<file path="src/rtl/band_peak_tracker.sv">
// Per-band peak tracker: keeps the strongest bin of each frequency band per frame and
// drains the closed frame as one {bin, magnitude} word per band. Optional: BAND_PEAK_THRESHOLD_EN.
module band_peak_tracker #(
  parameter int BIN_W     = 9,
  parameter int MAG_W     = 16,
  parameter int NUM_BANDS = 16,
  parameter int SKIP_DC   = 1,
  localparam int BAND_W   = $clog2(NUM_BANDS)
) (
  input  logic                   MAX10_CLK1_50,
  input  logic                   reset_n,
`ifdef BAND_PEAK_THRESHOLD_EN
  input  logic [MAG_W-1:0]       mag_threshold,
`endif
  input  logic                   mag_valid,
  input  logic [BIN_W-1:0]       mag_bin,
  input  logic [MAG_W-1:0]       mag,
  input  logic                   mag_last,
  output logic                   peak_valid,
  input  logic                   peak_ready,
  output logic [BIN_W+MAG_W-1:0] peak_data,
  output logic [BAND_W-1:0]      peak_band,
  output logic                   peak_last,
  output logic [15:0]            frame_count,
  output logic                   overrun
);
  localparam int WORD_W = BIN_W + MAG_W;
  localparam int BW     = (1 << BIN_W) / NUM_BANDS;
  localparam logic [BAND_W-1:0] LAST_IDX = BAND_W'(NUM_BANDS - 1);

  typedef enum logic {IDLE, SEND} state_e;

  state_e              state_q, state_d;
  logic [BAND_W-1:0]   idx_q, idx_d;
  logic [15:0]         fc_q, fc_d;
  logic                ovr_q, ovr_d;

  logic [BAND_W-1:0]   in_band;
  logic                dc_skip, close, final_hs, copy;
  logic [NUM_BANDS-1:0][WORD_W-1:0] words;

  assign in_band  = mag_bin[BIN_W-1 -: BAND_W];
  assign dc_skip  = (SKIP_DC != 0) && (mag_bin == '0);
  assign close    = mag_valid && mag_last;
  assign final_hs = (state_q == SEND) && peak_ready && (idx_q == LAST_IDX);
  // A bank emptied by this cycle's last handshake can take the closing frame at once.
  assign copy     = close && ((state_q == IDLE) || final_hs);

  for (genvar b = 0; b < NUM_BANDS; b++) begin : g_band
    localparam int CLR_I = ((SKIP_DC != 0) && (b == 0)) ? 1 : b * BW;
    localparam logic [BIN_W-1:0] CLR_BIN = CLR_I[BIN_W-1:0];

    logic [MAG_W-1:0] acc_mag_q, out_mag_q, fin_mag, cp_mag;
    logic [BIN_W-1:0] acc_bin_q, out_bin_q, fin_bin, cp_bin;
    logic             hit;

    // Strict compare: ties keep the earlier, lower bin.
    assign hit     = mag_valid && !dc_skip && (in_band == BAND_W'(b)) && (mag > acc_mag_q);
    assign fin_mag = hit ? mag     : acc_mag_q;
    assign fin_bin = hit ? mag_bin : acc_bin_q;

`ifdef BAND_PEAK_THRESHOLD_EN
    logic below;
    assign below  = fin_mag < mag_threshold;
    assign cp_mag = below ? '0      : fin_mag;
    assign cp_bin = below ? CLR_BIN : fin_bin;
`else
    assign cp_mag = fin_mag;
    assign cp_bin = fin_bin;
`endif

    always_ff @(posedge MAX10_CLK1_50 or negedge reset_n) begin
      if (!reset_n) begin
        acc_mag_q <= '0;
        acc_bin_q <= CLR_BIN;
        out_mag_q <= '0;
        out_bin_q <= '0;
      end else begin
        if (close) begin
          acc_mag_q <= '0;
          acc_bin_q <= CLR_BIN;
        end else if (hit) begin
          acc_mag_q <= mag;
          acc_bin_q <= mag_bin;
        end
        if (copy) begin
          out_mag_q <= cp_mag;
          out_bin_q <= cp_bin;
        end
      end
    end

    assign words[b] = {out_bin_q, out_mag_q};
  end

  always_comb begin
    state_d = state_q;
    idx_d   = idx_q;
    fc_d    = fc_q;
    ovr_d   = ovr_q;
    if (final_hs) fc_d = fc_q + 16'd1;
    if (close && !copy) ovr_d = 1'b1;
    if (copy) begin
      state_d = SEND;
      idx_d   = '0;
    end else if (final_hs) begin
      state_d = IDLE;
      idx_d   = '0;
    end else if ((state_q == SEND) && peak_ready) begin
      idx_d   = idx_q + BAND_W'(1);
    end
  end

  always_ff @(posedge MAX10_CLK1_50 or negedge reset_n) begin
    if (!reset_n) begin
      state_q <= IDLE;
      idx_q   <= '0;
      fc_q    <= '0;
      ovr_q   <= 1'b0;
    end else begin
      state_q <= state_d;
      idx_q   <= idx_d;
      fc_q    <= fc_d;
      ovr_q   <= ovr_d;
    end
  end

  assign peak_valid  = (state_q == SEND);
  assign peak_data   = (state_q == SEND) ? words[idx_q] : '0;
  assign peak_band   = idx_q;
  assign peak_last   = (state_q == SEND) && (idx_q == LAST_IDX);
  assign frame_count = fc_q;
  assign overrun     = ovr_q;
endmodule

</file>
<file path="config.mk">
export PLATFORM = sky130hd
export DESIGN_NAME = band_peak_tracker
export DESIGN_NICKNAME = d
export VERILOG_FILES = /design/src/rtl/band_peak_tracker.sv
export SDC_FILE = /design/constraint.sdc
export NUM_CORES = 2
export LEC_CHECK = 0
export ABC_AREA = 1
export CAP_MARGIN = 20
export CORE_ASPECT_RATIO = 0.5
export CORE_MARGIN = 5
export CORE_UTILIZATION = 63
export DETAILED_ROUTE_END_ITERATION = 16
export PLACE_DENSITY = 0.87
export RECOVER_POWER = 25
export SLEW_MARGIN = 0
export SYNTH_ARGS = -nofsm -noshare
export SYNTH_HDL_FRONTEND = slang
export SYNTH_SLANG_ARGS = --single-unit
</file>
<file path="constraint.sdc">
create_clock -name MAX10_CLK1_50 -period 2.4 [get_ports MAX10_CLK1_50]
set_clock_uncertainty 0.05 [all_clocks]
set_input_delay 0.48 -clock MAX10_CLK1_50 [delete_from_list [all_inputs] [get_ports MAX10_CLK1_50]]
set_output_delay 0.48 -clock MAX10_CLK1_50 [all_outputs]
set_load 0.01 [all_outputs]
</file>
==> impl_metrics.env, run 1 <==
export IMPL_htree_levels=3
export IMPL_yosysTopAreaCellShare_pct=44.77
export IMPL_cts_path_max_buffers=3
export IMPL_synthCells=5781
export IMPL_synth_cell_types=35
export IMPL_avgSynthCellArea_um2=7.629
export IMPL_synth_seq_cells=822
export IMPL_crit_endpoint="peak_data[12]"
export IMPL_grt_max_degree=102
export IMPL_grt_overflow_total=51
export IMPL_lastStage="5_1_grt"
export IMPL_die_h_um=197.1
export IMPL_synth_area_leader_cell="dfrtp_1"
export IMPL_clock_sinks=822
export IMPL_yosysWarnings=0
export IMPL_place_congestion=0.9845
export IMPL_synth_flop_cell="dfrtp_1"
export IMPL_portBuffers=77
export IMPL_syn_num_nets=6069
export IMPL_status="aborted with a tool error"
export IMPL_synth_edf_count=0
export IMPL_firstError="[ERROR GRT-0232] Routing congestion too high. Check the congestion heatmap in the GUI."
export IMPL_yosysMostFrequentCell="nand2_1"
export IMPL_ys_top_cells_by_area="dfrtp_1 45%, nand2_1 15%, nand3_1 8.5%"
export IMPL_synth_seq_area_share_pct=46.73
export IMPL_synthArstFlopShare_pct=100.0
export IMPL_fp_row_count=68
export IMPL_start_util_pct=63.76
export IMPL_die_width_um=384.2
export IMPL_synth_common_cells="1,770 x nand2_1, 789 x dfrtp_1, 752 x nand3_1"
export IMPL_cts_made_buffers=76
export IMPL_dp_hpwl_mm=107.4
export IMPL_root_buffer="clkbuf_16"
export IMPL_pin_count=78
export IMPL_grt_total_usage_pct=72.76
export IMPL_synth_area_mm2=0.04410
export IMPL_endpoint_type="primary output"
export IMPL_antenna_found_initial=37
[cell families after synthesis]
family,Yosys count,synth area share (%)
AO/OA/AOI/OAI,551,7.291
XOR/XNOR,13,0.2582
adder cells (fa/ha/maj),258,7.319
buffers and inverters,849,7.923
flip-flops,822,46.73
AND/OR/NAND/NOR,3288,30.48
[per-stage QoR]
step	setup TNS (ps)	util (%)	area (um2)	worst slack [ps]	instances
after floorplan	0	-	44110	39.14	5781
after global placement	-443060	71.45	49420	-859.8	6908
after detailed placement	-501470	71.45	49420	-858.2	6908
after CTS	-102540	77.37	53520	-863.0	7102
[metal layers]
| metal | track usage [%] | GRT overflow |
|---|---|---|
| met5 | 53.33 | 0 |
| met1 | 71.39 | 5 |
| met3 | 69.63 | 9 |
| met4 | 63.36 | 24 |
| met2 | 83.38 | 13 |
[repair_timing]
item | 4_1_cts
cloned | 24
gates resized for setup | 332
hold buffers | 1
setup endpoints to repair | 556
buffers inserted | 45
pin swaps | 89
endpoints found under the hold margin | 265
==> run 2, diff against run 1 <==
- CORE_ASPECT_RATIO: 0.5 -> unset
- CORE_UTILIZATION: 63 -> 40
- PLACE_DENSITY: 0.87 -> unset
- PLACE_DENSITY_LB_ADDON: unset -> 0.15
==> impl_metrics.env, run 2 <==
export IMPL_yosys_area_share_adder_pct=7.319
export IMPL_fin_cells=7712
export IMPL_rsz0062_at_grt="yes"
export IMPL_fp_row_count=121
export IMPL_portBuffers=77
export IMPL_top_regs="g_band.acc_mag_q (256), g_band.out_mag_q (256)"
export IMPL_cpPeakStageDelay_ps=510
export IMPL_placed_cells=7438
export IMPL_die_width_um=342.1
export IMPL_synth_compound_area_share_pct=7.291
export IMPL_synthMuxAreaShare_pct=0
export IMPL_powerDensity_mw_per_mm2=935.6
export IMPL_clock_sinks=822
export IMPL_hold_end="g_band[14].out_mag_q[5]"
export IMPL_synth_area_leader_cell="dfrtp_1"
export IMPL_fin_ws_ps=-891.8
export IMPL_antenna_found_initial=3
export IMPL_critical_path_depth=11
export IMPL_clk_pin_slew_ps=60
export IMPL_critical_path_class="reg2out"
export IMPL_startpoint="peak_band[0]"
export IMPL_dieArea_mm2=0.1170
export IMPL_nNetsFinal=6452
export IMPL_worstPathCellList="buf_12 -> clkinv_16 -> buf_12 -> buf_16 -> buf_12 -> o21ai_2 -> o221ai_2 -> nand3_2 -> a21oi_2 -> buf_6 -> buf_6"
export IMPL_drive_gt1_share_pct=14.70
export IMPL_final_hold_violation_count=0
export IMPL_synth_common_cells="1,770 x nand2_1, 789 x dfrtp_1, 752 x nand3_1"
export IMPL_tightest_slew_ps=1042
export IMPL_reg2reg_from="peak_band[1]"
export IMPL_violations="setup timing"
export IMPL_crit_fanout=8
export IMPL_whs_path_depth=2
export IMPL_cp_slowest_cell="dfrtp_4"
export IMPL_grt_pass1_wl_mm=241.2
export IMPL_pin_count=78
export IMPL_worst_r2r_setup_slack_ps=-320
export IMPL_cts_path_max_buffers=3
export IMPL_hp_start="g_band[14].out_mag_q[5]"
export IMPL_synth_seq_cells=822
export IMPL_totalWireLength_mm=160.8
export IMPL_syn_num_nets=6069
export IMPL_worst_path_buf_inv=7
export IMPL_cts_made_buffers=94
export IMPL_yosysWarnings=0
export IMPL_synth_edf_count=0
export IMPL_yosysTopAreaCellShare_pct=44.77
export IMPL_synth_flop_cell="dfrtp_1"
export IMPL_slew_viol_final=0
export IMPL_synthArstFlopShare_pct=100.0
export IMPL_grt_max_degree=90
export IMPL_setup_violations=471
export IMPL_synth_area_mm2=0.04410
export IMPL_mostFrequentLayoutCells="1,760 x nand2_1, 786 x dfrtp_1, 737 x nand3_1"
export IMPL_dp_hpwl_mm=105.2
export IMPL_critPathArrivalTime_ps=2760
export IMPL_max_freq_mhz=303.8
export IMPL_cts_tree="built"
export IMPL_grt_total_usage_pct=26.63
export IMPL_avgSynthCellArea_um2=7.629
export IMPL_synth_cell_types=35
export IMPL_wire_per_inst_um=20.85
export IMPL_worstHoldPathType="reg2reg"
export IMPL_area_growth_pct=26.89
export IMPL_layout_commonest_cell="nand2_1"
export IMPL_yosys_area_share_simple_pct=30.48
export IMPL_synth_top_family_by_area="simple AND/OR/NAND/NOR gates"
export IMPL_clock_latency_ps=680
export IMPL_vias=41111
export IMPL_route_detailed_drc=0
export IMPL_first_iter_violations=3883
export IMPL_regToRegEndpoint="g_band[11].out_bin_q[4]"
export IMPL_cp_top_family="buffers and inverters"
export IMPL_crit_required_ps=1870
export IMPL_root_buffer="clkbuf_16"
export IMPL_drv_cap=0
export IMPL_p_leak_nw=29.10
export IMPL_r2r_cells=18
export IMPL_coreArea_mm2=0.1092
export IMPL_min_period_ps=3292
export IMPL_grt_overflow_total=0
export IMPL_start_util_pct=40.41
export IMPL_end_kind="output pin"
export IMPL_synth_xor_area_share_pct=0.2582
export IMPL_start_kind="register"
export IMPL_grt_pass1_vias=39432
export IMPL_ys_top_cells_by_area="dfrtp_1 45%, nand2_1 15%, nand3_1 8.5%"
export IMPL_synth_seq_area_share_pct=46.73
export IMPL_die_h_um=342.1
export IMPL_relSlewSlack_pct=30.56
export IMPL_cp_common_cell="buf_12"
export IMPL_yosysMostFrequentCell="nand2_1"
export IMPL_ir_worst_vdd_v=0.0009908
export IMPL_status="finished, violations left"
export IMPL_first_pass_iters=6
export IMPL_place_congestion=0.8635
export IMPL_synthCells=5781
export IMPL_power_mw=52.36
export IMPL_ant_nets=0
export IMPL_fin_crit_sh_pct=137.2
export IMPL_htree_levels=3
export IMPL_vias_per_cell=5.331
==> run 2: cell counts after synthesis <==
Identical to the previous run, type by type.
==> run 2: worst max path at each step <==
stage	endpoint	slack [ps]
2_1_floorplan	g_band[10].out_bin_q[4]	40
3_3_place_gp	peak_data[2]	-880
3_5_place_dp	peak_data[2]	-850
4_1_cts	peak_data[3]	-900
5_1_grt	peak_data[3]	-930
6_report	peak_data[14]	-890
==> run 2: cells by family (layout without fill, tap and decap cells) <==
group | Yosys count | count (layout)
compound gates | 551 | 551
xor+xnor | 13 | 13
fa+ha+maj | 258 | 258
buf+inv | 849 | 1301
flops | 822 | 822
other cells | 0 | 3
simple gates | 3288 | 3288
==> run 2: layout make-up <==
type / instances / area, um2
timing repair inverter: 3 / 51.30
timing repair buffer: 619 / 7614
inverter: 514 / 2004
multi-input combinational: 4110 / 20760
clock buffer: 137 / 2725
sequential: 822 / 20620
fill: 10502 / 53190
clock inverter: 28 / 326.6
tap: 1476 / 1847
antenna: 3 / 7.507
==> run 2: worst min-delay path, delay by kind of cell (launching register included) <==
family / cells / cell delay, ps
DFF: 1 / 330
and+or+nand+nor: 2 / 100
==> run 2: layer usage <==
layer | up-vias | track usage (%) | routed length [um]
met3 | 275 | 4.269 | 11960
met4 | 0 | 7.459 | 5179
li1 | 19398 | - | -
met1 | 19955 | 38.49 | 72310
met2 | 1483 | 41.58 | 71330
met5 | - | 0 | 0
==> run 2: what timing repair did <==
| action | CTS | global route |
|---|---|---|
| buffers inserted | 49 | 24 |
| gates cloned | 24 | 17 |
| setup endpoints to repair | 445 | 669 |
| hold buffers | 1 | 0 |
| pin swaps | 90 | 67 |
| gates resized for setup | 343 | 131 |
| endpoints found under the hold margin | 16 | 0 |
==> run 2: power breakdown <==
group / switching (mW) / leakage, nW / total [mW] / internal [mW]
sequential: 1.27 / 11.1 / 17.1 / 15.9
clock: 6.03 / 1.52 / 14.6 / 8.58
combinational: 12.0 / 16.4 / 20.6 / 8.66
==> run 2: per-stage QoR <==
stage / setup TNS (ps) / worst slack, ps / hold slack, ps / cell area, um2 / utilization (%)
global placement: -433900 / -878.9 / 372.8 / 50090 / 45.89
global route: -159980 / -931.5 / 440.4 / 55950 / 51.26
floorplan: 0 / 39.14 / 134.4 / 44110 / -
detailed placement: -446300 / -849.1 / 370.0 / 50090 / 45.89
finish: -113290 / -891.8 / 420.0 / 55960 / 51.27
CTS: -155040 / -896.6 / 248.2 / 55160 / 50.53
(Power assumes the default switching activity.)
